[config.mk]
export PLATFORM = sky130hd
export DESIGN_NAME = if_stage
export DESIGN_NICKNAME = d
export VERILOG_FILES = /design/src/rtl/if_stage.sv
export SDC_FILE = /design/constraint.sdc
export NUM_CORES = 1
export LEC_CHECK = 0
export CAP_MARGIN = 20
export CELL_PAD_IN_SITES_DETAIL_PLACEMENT = 0
export CELL_PAD_IN_SITES_GLOBAL_PLACEMENT = 1
export CORE_MARGIN = 4
export CORE_UTILIZATION = 35
export CTS_CLUSTER_DIAMETER = 120
export DETAILED_ROUTE_END_ITERATION = 16
export DONT_BUFFER_PORTS = 1
export GPL_TIMING_DRIVEN = 0
export HOLD_SLACK_MARGIN = 0.03
export PLACE_DENSITY_LB_ADDON = 0.08
export SYNTH_ARGS = -nofsm -noshare
export SYNTH_HDL_FRONTEND = slang
export SYNTH_SLANG_ARGS = --single-unit
export TNS_END_PERCENT = 30
[constraint.sdc]
create_clock -name clk -period 6.16 [get_ports clk]
set_input_delay 0.616 -clock clk [delete_from_list [all_inputs] [get_ports clk]]
set_output_delay 0.616 -clock clk [all_outputs]
set_load 0.03 [all_outputs]
[src/rtl/if_stage.sv]
// Instruction-fetch stage: drives a single-outstanding-request imem bus and owns the IF/ID register.
// Optional IF_ADDR_EXC_EN adds an id_adel output for misaligned fetch addresses.
module if_stage #(
    parameter logic [31:0] RESET_PC = 32'h0000_3000
) (
    input  logic        clk,
    input  logic        rst,
    input  logic [31:0] npc,
    output logic [31:0] pc,
    input  logic        stall,
    input  logic        flush,
    input  logic [31:0] flush_pc,
    output logic        imem_req,
    output logic [31:0] imem_addr,
    input  logic        imem_ack,
    input  logic [31:0] imem_rdata,
    output logic        id_valid,
    output logic [31:0] id_pc,
    output logic [31:0] id_pc4,
    output logic [31:0] id_instr
`ifdef IF_ADDR_EXC_EN
    ,
    output logic        id_adel
`endif
);

    localparam logic [1:0] FETCH = 2'd0;
    localparam logic [1:0] HOLD  = 2'd1;
    localparam logic [1:0] DROP  = 2'd2;

    logic [1:0]  state_reg, state_next;
    logic [31:0] pc_reg, pc_next;
    logic [31:0] drop_addr_reg, drop_addr_next;
    logic [31:0] buffer_reg, buffer_next;
    logic        id_valid_reg;
    logic [31:0] id_pc_reg, id_pc4_reg, id_instr_reg;

    logic        load_en;
    logic        bubble;
    logic [31:0] load_instr;
    logic        misaligned;
    logic [31:0] pc_plus4;

    assign pc_plus4 = pc_reg + 32'd4;

`ifdef IF_ADDR_EXC_EN
    assign misaligned = (pc_reg[1:0] != 2'b00);
`else
    assign misaligned = 1'b0;
`endif

    // Reset gates the request combinationally so an in-flight fetch is dropped at once.
    assign imem_req  = !rst && ((state_reg == DROP) || (state_reg == FETCH && !misaligned));
    assign imem_addr = (state_reg == DROP) ? drop_addr_reg : pc_reg;

    assign pc       = pc_reg;
    assign id_valid = id_valid_reg;
    assign id_pc    = id_pc_reg;
    assign id_pc4   = id_pc4_reg;
    assign id_instr = id_instr_reg;

    always_comb begin
        state_next     = state_reg;
        pc_next        = pc_reg;
        drop_addr_next = drop_addr_reg;
        buffer_next    = buffer_reg;
        load_en        = 1'b0;
        bubble         = 1'b0;
        load_instr     = 32'h0;
        case (state_reg)
            FETCH: begin
                if (flush) begin
                    pc_next     = flush_pc;
                    bubble      = 1'b1;
                    buffer_next = 32'h0;
                    // Without an ack the old request is still on the bus and must be drained.
                    if (!imem_ack && !misaligned) begin
                        drop_addr_next = pc_reg;
                        state_next     = DROP;
                    end
                end else if (misaligned) begin
                    if (!stall) begin
                        load_en = 1'b1;
                        pc_next = npc;
                    end
                end else if (imem_ack) begin
                    if (!stall) begin
                        load_en    = 1'b1;
                        load_instr = imem_rdata;
                        pc_next    = npc;
                    end else begin
                        buffer_next = imem_rdata;
                        state_next  = HOLD;
                    end
                end else if (!stall) begin
                    bubble = 1'b1;
                end
            end
            HOLD: begin
                if (flush) begin
                    pc_next     = flush_pc;
                    bubble      = 1'b1;
                    buffer_next = 32'h0;
                    state_next  = FETCH;
                end else if (!stall) begin
                    load_en    = 1'b1;
                    load_instr = buffer_reg;
                    pc_next    = npc;
                    state_next = FETCH;
                end
            end
            DROP: begin
                if (flush) begin
                    pc_next = flush_pc;
                    bubble  = 1'b1;
                end
                if (imem_ack) begin
                    state_next = FETCH;
                end
            end
            default: state_next = FETCH;
        endcase
    end

    always_ff @(posedge clk or posedge rst) begin
        if (rst) begin
            state_reg     <= FETCH;
            pc_reg        <= RESET_PC;
            drop_addr_reg <= 32'h0;
            buffer_reg    <= 32'h0;
            id_valid_reg  <= 1'b0;
            id_pc_reg     <= RESET_PC;
            id_pc4_reg    <= RESET_PC + 32'd4;
            id_instr_reg  <= 32'h0;
        end else begin
            state_reg     <= state_next;
            pc_reg        <= pc_next;
            drop_addr_reg <= drop_addr_next;
            buffer_reg    <= buffer_next;
            if (load_en) begin
                id_valid_reg <= 1'b1;
                id_pc_reg    <= pc_reg;
                id_pc4_reg   <= pc_plus4;
                id_instr_reg <= load_instr;
            end else if (bubble) begin
                id_valid_reg <= 1'b0;
            end
        end
    end

`ifdef IF_ADDR_EXC_EN
    logic id_adel_reg;
    assign id_adel = id_adel_reg;

    always_ff @(posedge clk or posedge rst) begin
        if (rst) begin
            id_adel_reg <= 1'b0;
        end else if (load_en) begin
            id_adel_reg <= misaligned;
        end else if (bubble) begin
            id_adel_reg <= 1'b0;
        end
    end
`endif

endmodule

; ---- After elaboration in Yosys (flattened, before gate mapping)
; Cells that the tools add are included.
[totals]
output_inout_bits = 162
inputBits = 101
register_bits = 195
[classes]
bitwise = 1
n_reduce_logical = 12
muxes = 37
n_eq_ne = 9
add_sub_neg = 1
[ops]
columns = cell, count
row1 = $mux 32, 15
row2 = $pmux 32 s2, 2
row3 = $pmux 32 s3, 1
row4 = $add 32x3->32 const B, 1
row5 = $mux 2, 7
row6 = $ne 3x3->1 const B, 4
row7 = $mux 1, 9
row8 = $ne 2x2->1 const B, 3
row9 = $pmux 2 s3, 1
row10 = $reduce_and 3->1, 2
row11 = $reduce_and 5->1, 1
row12 = $pmux 1 s2, 2
row13 = $reduce_and 4->1, 1
row14 = $reduce_bool 2->1, 2
row15 = $reduce_bool 3->1, 1
row16 = $eq 2x1->1 const B, 1
row17 = $eq 2x2->1 const B, 1
row18 = $logic_not 2->1, 1
row19 = $reduce_or 2->1, 1
row20 = $logic_and 1x1->1, 1
row21 = $logic_not 1->1, 1
row22 = $logic_or 1x1->1, 1
row23 = $not 1->1, 1

; ---- Depth between registers and ports, before layout
[logic_depth]
ltp_word = 6
mapped_depth = 9

; ---- Worst setup path after synthesis
; Ideal clock, no wire load.
[synth_path]
path_type = reg-to-output
start = register state_reg[0]
end = output port imem_addr[15]
t_arrival_ps = 1761
path_stages_with_launch = 6
path_slack_ps = 3783
required_ps = 5544
path_cell_list = dfrtp_1 inv_1 ha_1 clkbuf_1 clkbuf_1 o21ai_0
[synth_between]
elab_chain_cells = 2
[synth_lines]
columns = item, line
row1 = from (decl), 31  ; logic [1:0] state_reg, state_next;
row2 = from (signal assigned), 136  ; state_reg <= state_next;
row3 = $eq 2x2->1, 54  ; assign imem_addr = (state_reg == DROP) ? drop_addr_reg : pc_reg;
row4 = $mux 32, 54
row5 = to (decl), 14  ; output logic [31:0] imem_addr,
; Every way passes these cells.

; ---- Worst setup path in the final report
[layout_path]
start = register state_reg[0]
end = output port imem_addr[24]
; Same word-level chain as after synthesis.

==> run_results.csv <==
group,metric,value,unit
setup_path,cp-start-kind,"flop",
clock_tree,hold_buffers,0,
floorplan,die_x,169.1,um
clock_tree,clockBufferDepth,2,
synthesis,synthDominantCellAreaShare,0.5125,
synthesis,synth_top_family_by_area,"simple AND/OR/NAND/NOR gates",
timing,post-route-period-util,0.5478,
timing,final_max_slew_viol_count,0,
synthesis,yosysUniqueCellTypes,50,
floorplan,coreArea,25330,sq um
synthesis,yosysMostFrequentCell,"nand2_1",
worst_hold_path,holdCritPathClass,"in -> async",
clock_tree,cts_tree,"done",
synthesis,synth_area_leaders,"dfrtp_1 (51%), mux2_2 (15%), nand2_1 (7.8%)",
synthesis,synth_xor_area_frac,0.01061,
timing,fmax,0.2963,GHz
timing,hold_viol,0,
pwr,p_total,6.529,mW
grt,grt_pass1_wl,43310,um
setup_path,cp-end-kind,"output port",
clock_tree,clk-insertion-delay-late,0.43,ns
synthesis,ys_warn_count,0,
synthesis,synth_compound_area_frac,0.09300,
pwr,p_switching,3.303,mW
pwr,p_clk_frac,0.168,
setup_path,cpPeakStageDelay,0.60,ns
detailed_routing,drt_pass1_iterations,4,
timing,clock_skew,0.01362,ns
pwr,power_density,646.8,nW/um^2
cells_and_area,drive_gt1_frac,0.2070,
pwr,p_sw_frac,0.5059,
clock_tree,clkTransAtPathRegs,0.08,ns
placement,placed_cell_area,9529,sq um
timing,rsz0062_at_grt,"no",
cells_and_area,final_area,10090,sq um
pwr,power.internal,3.226,mW
pwr,leakagePower,4.292,nW
detailed_routing,drtAntennaViolNets,0,
synthesis,synth_fa_ha_area_frac,0.009645,
synthesis,synth-simple-area-share,0.1601,
synthesis,netlist_area,9081,sq um
grt,grtUsageTotal,0.1962,
floorplan,start_util,0.3586,
synthesis,synth_nets,993,
setup_path,cp_max_fo,10,
synthesis,synthMuxAreaShare,0.1543,
setup_path,cp_slowest_cell,"clkbuf_1",
synthesis,yosysTopAreaCell,"dfrtp_1",
synthesis,syn_avg_cell_area,10.26,sq um
timing,tightest_slew,1.124,ns
detailed_routing,num_vias,6731,
synthesis,synth-edff-count,0,
placement,gp_congestion,0.7935,
timing,finalCriticalPeriod,3.374,ns
detailed_routing,drtIter0Drc,417,
clock_tree,cts.htree.levels,4,
detailed_routing,wl_met2,12890,um
pwr,vdd_drop_max,0.2931,mV
grt,grt_pass1_vias,6846,
setup_path,crit_type,"reg -> out",
setup_path,worstPathArrival,2.76,ns
clock_tree,clk_root_buffer_cell,"clkbuf_16",
timing,finalSetupTns,0,ns
flow_run,max_cap_viol_count,0,
detailed_routing,drt-met1-wl,12550,um
cells_and_area,nets,1013,
synthesis,synthArstFlopShare,1.000,
detailed_routing,wl_met3,2427,um
grt,grt_max_degree,118,
floorplan,die_h,169.1,um
clock_tree,clock_sinks,193,
detailed_routing,vias_per_cell,5.389,
pwr,comb_power_share,0.330,
clock_tree,cts_made_buffers,17,
floorplan,ios,263,
synthesis,ys.flop_type,"dfrtp_1",
clock_tree,post-cts-setup-buffer-count,0,
detailed_routing,wirelength,28250,um
outcome,status,"finished, final reports clean",
timing,finalSetupViolations,0,
floorplan,placementRows,58,
cells_and_area,areaGrowthSynthToFinish,11.15,%
floorplan,die_area,28590,sq um
setup_path,required,5.54,ns
placement,dpl.hpwl,20400,um
synthesis,ys_top_cells_by_count,"nand2_1 (188), dfrtp_1 (186), mux2_2 (120)",
synthesis,postSynthCellCount,885,
timing,slew_headroom,0.2430,
grt,antenna_found_initial,1,
setup_path,cp_common_cell,"clkbuf_1",
setup_path,path_cells,"inv_1 > ha_1 > clkbuf_1 > clkbuf_1 > mux2_2",
grt,overflow,0,
synthesis,synth-seq-area-share,0.5328,
synthesis,synth_seq_cells,193,
pwr,sequentialPowerShare,0.501,
clock_tree,cts-resized-gates,0,
placement,port-buffer-count,0,
detailed_routing,post_drt_wl_per_cell,22.62,um
detailed_routing,highest-signal-layer,"met4",
detailed_routing,drc,0,
## worst max-delay path: cells and delay by family, from the launching register on
kind / cells / cell delay [ns]
buffers and inverters: 3 / 1.21
muxes: 1 / 0.51
DFF: 1 / 0.43
adders and majority gates: 1 / 0.17
## layer usage
metal | GRT usage | up-vias
li1 | - | 3115
met1 | 0.2658 | 3353
met2 | 0.3073 | 240
met3 | 0.06399 | 23
met4 | 0.04690 | 0
met5 | 0 | -
## metrics by stage
step	setup WS [ns]	util	hold slack, ns	cells
6_report	2.786	0.3985	0.2134	1249
3_3_place_gp	-1.932	0.3749	0.4632	1215
3_5_place_dp	2.976	0.3762	0.4711	1216
5_1_grt	2.640	0.3985	0.2753	1249
2_1_floorplan	0.3000	-	0.4502	885
4_1_cts	2.753	0.3984	0.2381	1248
## logic make-up (layout without fill, tap and decap cells)
kind of cell | after synthesis | in the layout
AO/OA/AOI/OAI | 128 | 128
XOR/XNOR | 11 | 11
adder cells (fa/ha/maj) | 7 | 7
buffers and inverters | 84 | 117
flip-flops | 193 | 193
multiplexers | 125 | 125
other | 0 | 1
AND/OR/NAND/NOR | 337 | 337
## cells in the final DEF (no fill, tap or decap), types with 6 or more instances in the layout
cell type and n:
nand2_1 188, dfrtp_1 186, mux2_2 120, nor2_1 86, o21ai_0 57, clkbuf_1 52
a221oi_1 32, buf_2 18, clkbuf_16 17, a31oi_1 15, nand3_1 14, or4_1 10
nand4_1 8, o31ai_1 8, xor2_1 7, ha_1 7, dfstp_2 7, inv_1 6
or3_1 6
## path summary, 6_finish.rpt
kind | start | end | slack (ns) | cells past startpoint
min in group clk | imem_rdata[22] | buffer_reg[22]$_DFFE_PP0P_ | 0.31 | 2
max in group asynchronous | rst | id_pc4[13]$_DFFE_PP1P_ | 5.05 | 2
worst min register to register | drop_addr_reg[15]$_DFFE_PP0P_ | drop_addr_reg[15]$_DFFE_PP0P_ | 0.48 | 2
worst max-delay path | state_reg[0]$_DFFE_PP0P_ | imem_addr[24] | 2.79 | 5
worst max register to register | state_reg[1]$_DFFE_PP0P_ | id_instr[13]$_DFFE_PP0P_ | 3.00 | 8
worst min-delay path | rst | pc[4]$_DFFE_PP0P_ | 0.21 | 1
## power groups by stage
stage	Sequential, mW	Combinational [mW]	Clock (mW)
after detailed placement	3.31	2.18	0
after global placement	3.29	2.12	0
after CTS	3.29	2.19	1.13
final	3.27	2.16	1.10
after global routing	3.37	2.40	1.19
after floorplan	3.05	1.74	0
## layout make-up
cell class,count,area [sq um]
fillers,2529,15230
flip-flops and latches,193,4838
multi-input cells,608,3884
clock buffers,19,442.9
well taps,330,412.9
plain buffers,77,332.8
clock inverters,13,118.9
inverters,7,33.78
repair buffers,1,27.53
diodes,1,2.502
Power figures use the tool's default switching activity.
